$ cat src/rtl/regfile_sequencer.sv
// regfile_sequencer: accepts one register-file command at a time and
// expands it into a sequence of single-cycle register-file strobes.
// Optional build macro: REGFILE_SEQUENCER_ADDR_CHECK_EN rejects
// GET/PUT/MOVE commands that touch the reserved addresses 0xC-0xF.

package register_file_pkg;

  // Reserved register codes used by the LDDA/LDIA address-load sequences.
  localparam logic [3:0] REG_DBAR = 4'hC;
  localparam logic [3:0] REG_DOFF = 4'hD;
  localparam logic [3:0] REG_IBAR = 4'hE;
  localparam logic [3:0] REG_IOFF = 4'hF;

  typedef enum logic [2:0] {
    OP_NOP   = 3'd0,
    OP_GET   = 3'd1,
    OP_PUT   = 3'd2,
    OP_LDI   = 3'd3,
    OP_FLAGS = 3'd4,
    OP_MOVE  = 3'd5,
    OP_LDDA  = 3'd6,
    OP_LDIA  = 3'd7
  } op_e;

endpackage

module regfile_sequencer
  import register_file_pkg::*;
#(
  parameter int DATA_W         = 8,
  parameter int REG_ADDR_WIDTH = 4
) (
  input  logic                      clk,
  input  logic                      reset_n,
  input  logic                      cmd_valid,
  output logic                      cmd_ready,
  input  logic [2:0]                cmd_op,
  input  logic [REG_ADDR_WIDTH-1:0] cmd_addr,
  input  logic [2*DATA_W-1:0]       cmd_imm,
  output logic                      done,
  output logic                      cmd_err,
  output logic [DATA_W-1:0]         acc_in,
  output logic                      acc_write_enable,
  output logic                      read_get_to_acc,
  output logic                      write_put_acc,
  output logic                      status_write_enable,
  output logic [REG_ADDR_WIDTH-1:0] reg_addr,
  output logic                      zero_flag,
  output logic                      positive_flag,
  output logic                      carry_flag,
  output logic                      overflow_flag
);

  typedef enum logic {
    S_IDLE = 1'b0,
    S_STEP = 1'b1
  } state_e;

  // Everything the output registers need for one cycle.
  typedef struct packed {
    logic                      acc_we;
    logic                      get;
    logic                      put;
    logic                      st_we;
    logic                      done;
    logic                      err;
    logic [DATA_W-1:0]         acc_val;
    logic [REG_ADDR_WIDTH-1:0] addr;
    logic [3:0]                flags;
  } step_t;

  state_e                    state_q, state_d;
  logic [1:0]                step_q, step_d;
  logic [1:0]                last_q;
  op_e                       op_q;
  logic [REG_ADDR_WIDTH-1:0] addr_q;
  logic [2*DATA_W-1:0]       imm_q;
  logic                      accept;
  logic                      accept_err;
  step_t                     out_d;

  // Index of the final step for each opcode.
  function automatic logic [1:0] last_step(op_e op);
    case (op)
      OP_MOVE:          return 2'd1;
      OP_LDDA, OP_LDIA: return 2'd3;
      default:          return 2'd0;
    endcase
  endfunction

  // Strobes and data for one step of a command.
  function automatic step_t decode(op_e op, logic [REG_ADDR_WIDTH-1:0] addr,
                                   logic [2*DATA_W-1:0] imm, logic [1:0] step,
                                   logic err);
    step_t s;
    s = '0;
    if (err) begin
      s.err  = 1'b1;
      s.done = 1'b1;
      return s;
    end
    case (op)
      OP_GET: begin
        s.get  = 1'b1;
        s.addr = addr;
      end
      OP_PUT: begin
        s.put  = 1'b1;
        s.addr = addr;
      end
      OP_LDI: begin
        s.acc_we  = 1'b1;
        s.acc_val = imm[DATA_W-1:0];
      end
      OP_FLAGS: begin
        s.st_we = 1'b1;
        s.flags = imm[3:0];
      end
      OP_MOVE: begin
        // Source goes through the accumulator, so the accumulator is clobbered.
        if (step == 2'd0) begin
          s.get  = 1'b1;
          s.addr = addr;
        end else begin
          s.put  = 1'b1;
          s.addr = REG_ADDR_WIDTH'(imm[3:0]);
        end
      end
      OP_LDDA, OP_LDIA: begin
        case (step)
          2'd0: begin
            s.acc_we  = 1'b1;
            s.acc_val = imm[2*DATA_W-1:DATA_W];
          end
          2'd1: begin
            s.put  = 1'b1;
            s.addr = REG_ADDR_WIDTH'((op == OP_LDDA) ? REG_DBAR : REG_IBAR);
          end
          2'd2: begin
            s.acc_we  = 1'b1;
            s.acc_val = imm[DATA_W-1:0];
          end
          default: begin
            s.put  = 1'b1;
            s.addr = REG_ADDR_WIDTH'((op == OP_LDDA) ? REG_DOFF : REG_IOFF);
          end
        endcase
      end
      default: ;
    endcase
    s.done = (step == last_step(op));
    return s;
  endfunction

`ifdef REGFILE_SEQUENCER_ADDR_CHECK_EN
  function automatic logic addr_reserved(logic [REG_ADDR_WIDTH-1:0] a);
    int unsigned ua;
    ua = 32'(a);
    return (ua >= 32'd12) && (ua <= 32'd15);
  endfunction

  // Reject commands whose source or destination lands in the reserved range.
  always_comb begin
    accept_err = 1'b0;
    if ((op_e'(cmd_op) == OP_GET) || (op_e'(cmd_op) == OP_PUT) ||
        (op_e'(cmd_op) == OP_MOVE))
      accept_err = addr_reserved(cmd_addr);
    if ((op_e'(cmd_op) == OP_MOVE) &&
        addr_reserved(REG_ADDR_WIDTH'(cmd_imm[3:0])))
      accept_err = 1'b1;
  end
`else
  assign accept_err = 1'b0;
`endif

  // Next state and the output values for the coming cycle.
  // NOTE: every signal gets a default first so no path leaves it unassigned,
  // otherwise synthesis infers a latch.
  always_comb begin
    state_d = state_q;
    step_d  = step_q;
    out_d   = '0;
    accept  = 1'b0;
    case (state_q)
      S_IDLE: begin
        if (cmd_valid) begin
          accept  = 1'b1;
          state_d = S_STEP;
          step_d  = 2'd0;
          out_d   = decode(op_e'(cmd_op), cmd_addr, cmd_imm, 2'd0, accept_err);
        end
      end
      default: begin
        if (step_q == last_q) begin
          state_d = S_IDLE;
        end else begin
          step_d = step_q + 2'd1;
          out_d  = decode(op_q, addr_q, imm_q, step_q + 2'd1, 1'b0);
        end
      end
    endcase
  end

  // State and step counter; reset drops any command in flight.
  // NOTE: sequential state uses non-blocking assignments so every register
  // samples the pre-edge values regardless of statement order.
  always_ff @(posedge clk or negedge reset_n) begin
    if (!reset_n) begin
      state_q <= S_IDLE;
      step_q  <= 2'd0;
    end else begin
      state_q <= state_d;
      step_q  <= step_d;
    end
  end

  // Operand capture at acceptance.
  // NOTE: pure data registers, only read while in STEP after being loaded,
  // so they carry no reset.
  always_ff @(posedge clk) begin
    if (accept) begin
      op_q   <= op_e'(cmd_op);
      addr_q <= cmd_addr;
      imm_q  <= cmd_imm;
      last_q <= accept_err ? 2'd0 : last_step(op_e'(cmd_op));
    end
  end

  // Registered outputs; data outputs only move when their strobe fires.
  always_ff @(posedge clk or negedge reset_n) begin
    if (!reset_n) begin
      cmd_ready           <= 1'b1;
      done                <= 1'b0;
      cmd_err             <= 1'b0;
      acc_write_enable    <= 1'b0;
      read_get_to_acc     <= 1'b0;
      write_put_acc       <= 1'b0;
      status_write_enable <= 1'b0;
      acc_in              <= '0;
      reg_addr            <= '0;
      zero_flag           <= 1'b0;
      positive_flag       <= 1'b0;
      carry_flag          <= 1'b0;
      overflow_flag       <= 1'b0;
    end else begin
      cmd_ready           <= (state_d == S_IDLE);
      done                <= out_d.done;
      cmd_err             <= out_d.err;
      acc_write_enable    <= out_d.acc_we;
      read_get_to_acc     <= out_d.get;
      write_put_acc       <= out_d.put;
      status_write_enable <= out_d.st_we;
      if (out_d.acc_we) acc_in <= out_d.acc_val;
      if (out_d.get || out_d.put) reg_addr <= out_d.addr;
      if (out_d.st_we)
        {zero_flag, positive_flag, carry_flag, overflow_flag} <= out_d.flags;
    end
  end

endmodule

$ cat config.mk
export PLATFORM = sky130hd
export DESIGN_NAME = regfile_sequencer
export DESIGN_NICKNAME = d
export VERILOG_FILES = /design/src/rtl/regfile_sequencer.sv
export SDC_FILE = /design/constraint.sdc
export NUM_CORES = 1
export LEC_CHECK = 0
export ABC_AREA = 1
export CAP_MARGIN = 0
export CORE_MARGIN = 2
export CORE_UTILIZATION = 40
export DETAILED_ROUTE_END_ITERATION = 10
export GPL_TIMING_DRIVEN = 0
export SYNTH_ARGS = -nofsm -noshare
export SYNTH_HDL_FRONTEND = slang
export SYNTH_SLANG_ARGS = --single-unit
$ cat constraint.sdc
create_clock -name clk -period 2.2 [get_ports clk]
set_clock_uncertainty 0.05 [all_clocks]
set_input_delay 0.44 -clock clk [delete_from_list [all_inputs] [get_ports clk]]
set_output_delay 0.44 -clock clk [all_outputs]
set_load 0.02 [all_outputs]
Yosys cells after proc, flatten, opt, wreduce, memory -nomap -nowiden
Cells that the tools add are included.
{"block": "word_totals", "ram_bits": 0, "mem_bits_ro": 0, "reg_bits": 51, "out_inout_bits": 23, "latch_bits": 0, "memories": 0}
{"block": "op_classes", "addsub": 1, "shift": 0, "muxes": 43, "n_div": 0, "magnitude_cmp": 0, "reduce_logical": 12, "n_mul": 0, "eq_ne": 19, "bitwise": 1}
{"op": "two-way mux 22 bit", "n": 4}
{"op": "one-hot mux 8 bit (2 select lines)", "n": 3}
{"op": "equality test 3 bit, second input constant", "n": 8}
{"op": "two-way mux 2 bit", "n": 10}
{"op": "two-way mux 4 bit", "n": 4}
{"op": "two-way mux 1 bit", "n": 15}
{"op": "equality test 3 x 2 -> 1 bit, second input constant", "n": 4}
{"op": "one-hot mux 4 bit (3 select lines)", "n": 1}
{"op": "OR reduction 2 bit", "n": 5}
{"op": "one-hot mux 2 bit (2 select lines)", "n": 2}
{"op": "one-hot mux 4 bit (2 select lines)", "n": 1}
{"op": "equality test 3 x 1 -> 1 bit, second input constant", "n": 2}
{"op": "OR reduction 3 bit", "n": 2}
{"op": "equality test 2 bit", "n": 2}
{"op": "logical NOT 2 bit", "n": 2}
{"op": "one-hot mux 1 bit (2 select lines)", "n": 2}
{"op": "one-hot mux 1 bit (3 select lines)", "n": 1}
{"op": "adder 2 x 1 -> 2 bit, second input constant", "n": 1}
{"op": "equality test 2 x 1 -> 1 bit, second input constant", "n": 1}
{"op": "equality test 2 bit, second input constant", "n": 1}
{"op": "!= test 2 bit, second input constant", "n": 1}
{"op": "AND reduction 2 bit", "n": 1}
{"op": "nonzero test 2 bit", "n": 1}
{"op": "logical OR 1 bit", "n": 1}
{"op": "inverter 1 bit", "n": 1}

Depth between registers and ports, before layout
{"block": "depth", "ltp_word": 11, "ltp_mapped": 11, "depth_no_buf": 11}

Worst setup path after synthesis
OpenSTA, ideal clock, no wires.
{"block": "synth_path", "path_kind": "input -> register", "startpoint": "in cmd_valid", "endpoint": "reg addr_q[0], enable pin", "stages": 3, "t_arrival_ns": 1.551, "path_buffers": 1, "required_time_ns": 1.751, "setup_time_ns": 0.399, "path_slack_ns": 0.200, "cell_sequence": "nand2_1 inv_2 clkbuf_1"}
{"block": "synth_between", "elab_chain_cells": 2}
{"item": "start: declaration", "line_no": "35", "rtl": "input logic cmd_valid,"}
{"item": "two-way mux 1 bit", "line_no": "186", "rtl": "if (cmd_valid) begin"}
{"item": "two-way mux 1 bit", "line_no": "184", "rtl": "case (state_q)"}
{"item": "via accept", "line_no": "78", "rtl": "logic accept;"}
{"item": "end signal: assignment", "line_no": "223", "rtl": "addr_q <= cmd_addr;"}
{"item": "end: declaration", "line_no": "76", "rtl": "logic [REG_ADDR_WIDTH-1:0] addr_q;"}
The timed path passes the listed nets, and every way through them passes these cells.
A chain may end at the register's enable or synchronous reset.

Final worst setup path
{"block": "layout_path", "startpoint": "in cmd_valid", "endpoint": "reg carry_flag"}
{"block": "layout_between", "elab_chain_cells": 2}
{"item": "two-way mux 22 bit", "line_no": "186"}
{"item": "two-way mux 22 bit", "line_no": "184"}
{"item": "end signal: assignment", "line_no": "256", "rtl": "{zero_flag, positive_flag, carry_flag, overflow_flag} <= out_d.flags;"}
{"item": "end: declaration", "line_no": "50", "rtl": "output logic carry_flag,"}
Every way passes these cells.

==> flow_summary_export.csv <==
group,metric,value,unit
die,initial_core_util,0.4199,
finish,layout.nets,380,
status,status,"finished clean",
synthesis,synth_cell_types,26,
finish,final_common_cell,"nand2_1",
die,dieArea,6977,um^2
setup_path,crit_type,"in -> reg",
synthesis,synth.avg_cell_area,8.605,um^2
power,power,3.500,mW
timing,finalMaxSlewViolations,0,
die,rows,28,
timing,hold_violations,0,
power,p_leak,1.454,nW
grt,grt_pass1_wl,10.15,mm
grt,antenna_found_initial,0,
die,die_w,83.53,um
placement,numPortBuffers,47,
die,io_pins,49,
synthesis,netlist_area,2530,um^2
setup_path,slowest_delay,0.65,ns
finish,n_antenna_cell,0,
grt,grt_overflow,0,
grt,grt_use_total,0.1848,
timing,slew_headroom,0.4653,
timing,setup_viol,0,
clocking,ctsHoldBuffers,0,
clocking,clkSlewWorstSetupHoldPaths,0.09,ns
clocking,cts-root-buf,"clkbuf_8",
clocking,clock_latency,0.30,ns
synthesis,async_flop_share,0.5000,
synthesis,yosysWarningCount,0,
route,dr_total_vias,2115,
synthesis,ys.flop_type,"edfxtp_1",
route,routedWlPerCell,14.00,um
route,first_pass_iters,4,
setup_path,startpoint,"cmd_valid",
synthesis,synth-edff-count,25,
setup_path,crit_fanout,34,
timing,finalCriticalPeriod,1.996,ns
finish,final_cell_mix,"93 x nand2_1, 46 x clkdlybuf4s50_1, 40 x nand3_1",
setup_path,r2r-start,"state_q",
die,die_h,83.53,um
clocking,htreeDepth,2,
grt,grt_pass1_vias,2081,
timing,period_share,0.9073,
flow_run,max_cap_viol_count,0,
grt,grt_max_degree,35,
setup_path,path_cells,"clkdlybuf4s50_1 -> nand2_1 -> inv_2 -> clkbuf_2 -> nand4_1 -> nand3_1",
clocking,numCtsBuffers,5,
placement,routabilityCongestion,0.8731,
die,core,6026,um^2
setup_path,endpoint_kind,"flop",
clocking,cts_sinks,50,
placement,dp.final_hpwl,4.326,mm
setup_path,critPathSlowestCell,"clkbuf_2",
timing,max_slew.worst_pin.slew,0.8020,ns
synthesis,synthCells,294,
timing,fin_setup_tns,0,ns
finish,area_growth,25.92,%
setup_path,critical_path_required,2.38,ns
power,peakVddDrop,504.1,uV
route,drc,0,
clocking,cts_tree,"yes",
synthesis,ys_ff_latch,50,
timing,rsz0062_at_grt,"no",
synthesis,synthesis.nets,326,
clocking,clk_path_buf_depth,2,
route,drt-initial-drc-count,85,
synthesis,ys_seq_area_frac,0.5445,
setup_path,start_kind,"input pin",
route,ant_nets,0,
route,drt-total-wl,5.934,mm
setup_path,critPathTopFamily,"buffers and inverters",
power,p_per_area,1099,nW/um^2
finish,drive_above_1_share,0.07163,
timing,max_freq,0.5010,GHz
route,vias_per_cell,4.988,
setup_path,arrival,2.18,ns
worst_hold_path,min_path_type,"in -> async",
setup_path,crit_buf_inv,3,
kinds of logic after synthesis:
family / Yosys count / share of synthesized area
buf+inv: 40 / 0.06182
xor+xnor: 1 / 0.003463
other cells: 1 / 0.001482
simple gates: 159 / 0.2705
fa+ha+maj: 6 / 0.02967
flops: 50 / 0.5445
compound gates: 37 / 0.08853
Yosys cell counts (2+ instances only):
cell / number / area share
a22o_1: 8 / 0.028
buf_2: 2 / 0.0040
dfrtp_1: 24 / 0.24
edfxtp_1: 25 / 0.30
ha_1: 6 / 0.030
inv_1: 31 / 0.046
inv_2: 4 / 0.0059
nand2_1: 93 / 0.14
nand2_2: 3 / 0.0074
nand3_1: 41 / 0.081
nand4_1: 4 / 0.0099
nor2_1: 14 / 0.021
nor2_2: 2 / 0.0049
o21ai_0: 24 / 0.047
o22ai_1: 2 / 0.0049
flip-flops by register name, indices dropped and copies added, names as in the netlist, 2 cells and up:
name,count
op_q,3
reg_addr,4
last_q,2
addr_q,4
step_q,2
imm_q,16
acc_in,8
path summary, 6_finish.rpt:
kind,endpoint,slack (ns),depth (start not counted)
max reg2reg,carry_flag,0.35,6
min reg2reg,reg_addr[2],0.46,2
max in group asynchronous,acc_in[2],1.59,1
min in group clk,reg_addr[2],0.46,2
max,carry_flag,0.20,6
min,reg_addr[1],0.1,1
metal layers:
metal  track usage  share of wire  vias up
li1              -              -     1082
met1        0.2492           0.47      991
met2        0.3109           0.49       36
met3       0.03363          0.029        6
met4       0.04399          0.012        0
met5             0              0        -
where the power goes:
part / switching, mW / internal, mW
Clock: 0.290 / 0.248
Sequential: 0.153 / 1.28
Combinational: 0.907 / 0.621
Total: 1.35 / 2.15
area by class of cell:
class                   instances  area, um^2
plain buffers                   4       22.52
clock buffers                   6       82.58
clock inverters                 2       7.507
fillers                       634        2840
inverters                      36       135.1
multi-input cells             204        1001
flip-flops and latches         50        1378
well taps                      75       93.84
repair buffers                 47       465.4
worst register-to-register path: cells and delay by family (launching register included):
| kind | cells | cell delay (ns) |
|---|---|---|
| buffers and inverters | 3 | 0.87 |
| DFF | 1 | 0.41 |
| and+or+nand+nor | 3 | 0.46 |
repair_timing:
item / 4_1_cts / 5_1_grt
gates resized for setup: 0 / 1
setup buffers: 0 / 0
endpoints found under the hold margin: 0 / 0
endpoints found under the setup margin: 0 / 1
through the flow:
step | std cells | setup WS, ns | util | cell area, um^2 | hold slack [ns]
6_report | 424 | 0.2040 | 0.5287 | 3186 | 0.09678
5_1_grt | 424 | 0.04036 | 0.5287 | 3186 | 0.1416
4_1_cts | 424 | 0.1476 | 0.5287 | 3186 | 0.4684
3_5_place_dp | 416 | -0.1651 | 0.5137 | 3095 | 0.4462
3_3_place_gp | 416 | -0.8193 | 0.5135 | 3094 | 0.4415
2_1_floorplan | 294 | 0.1997 | - | 2530 | 0.09441
No activity file was read; power rests on OpenSTA's default activity.
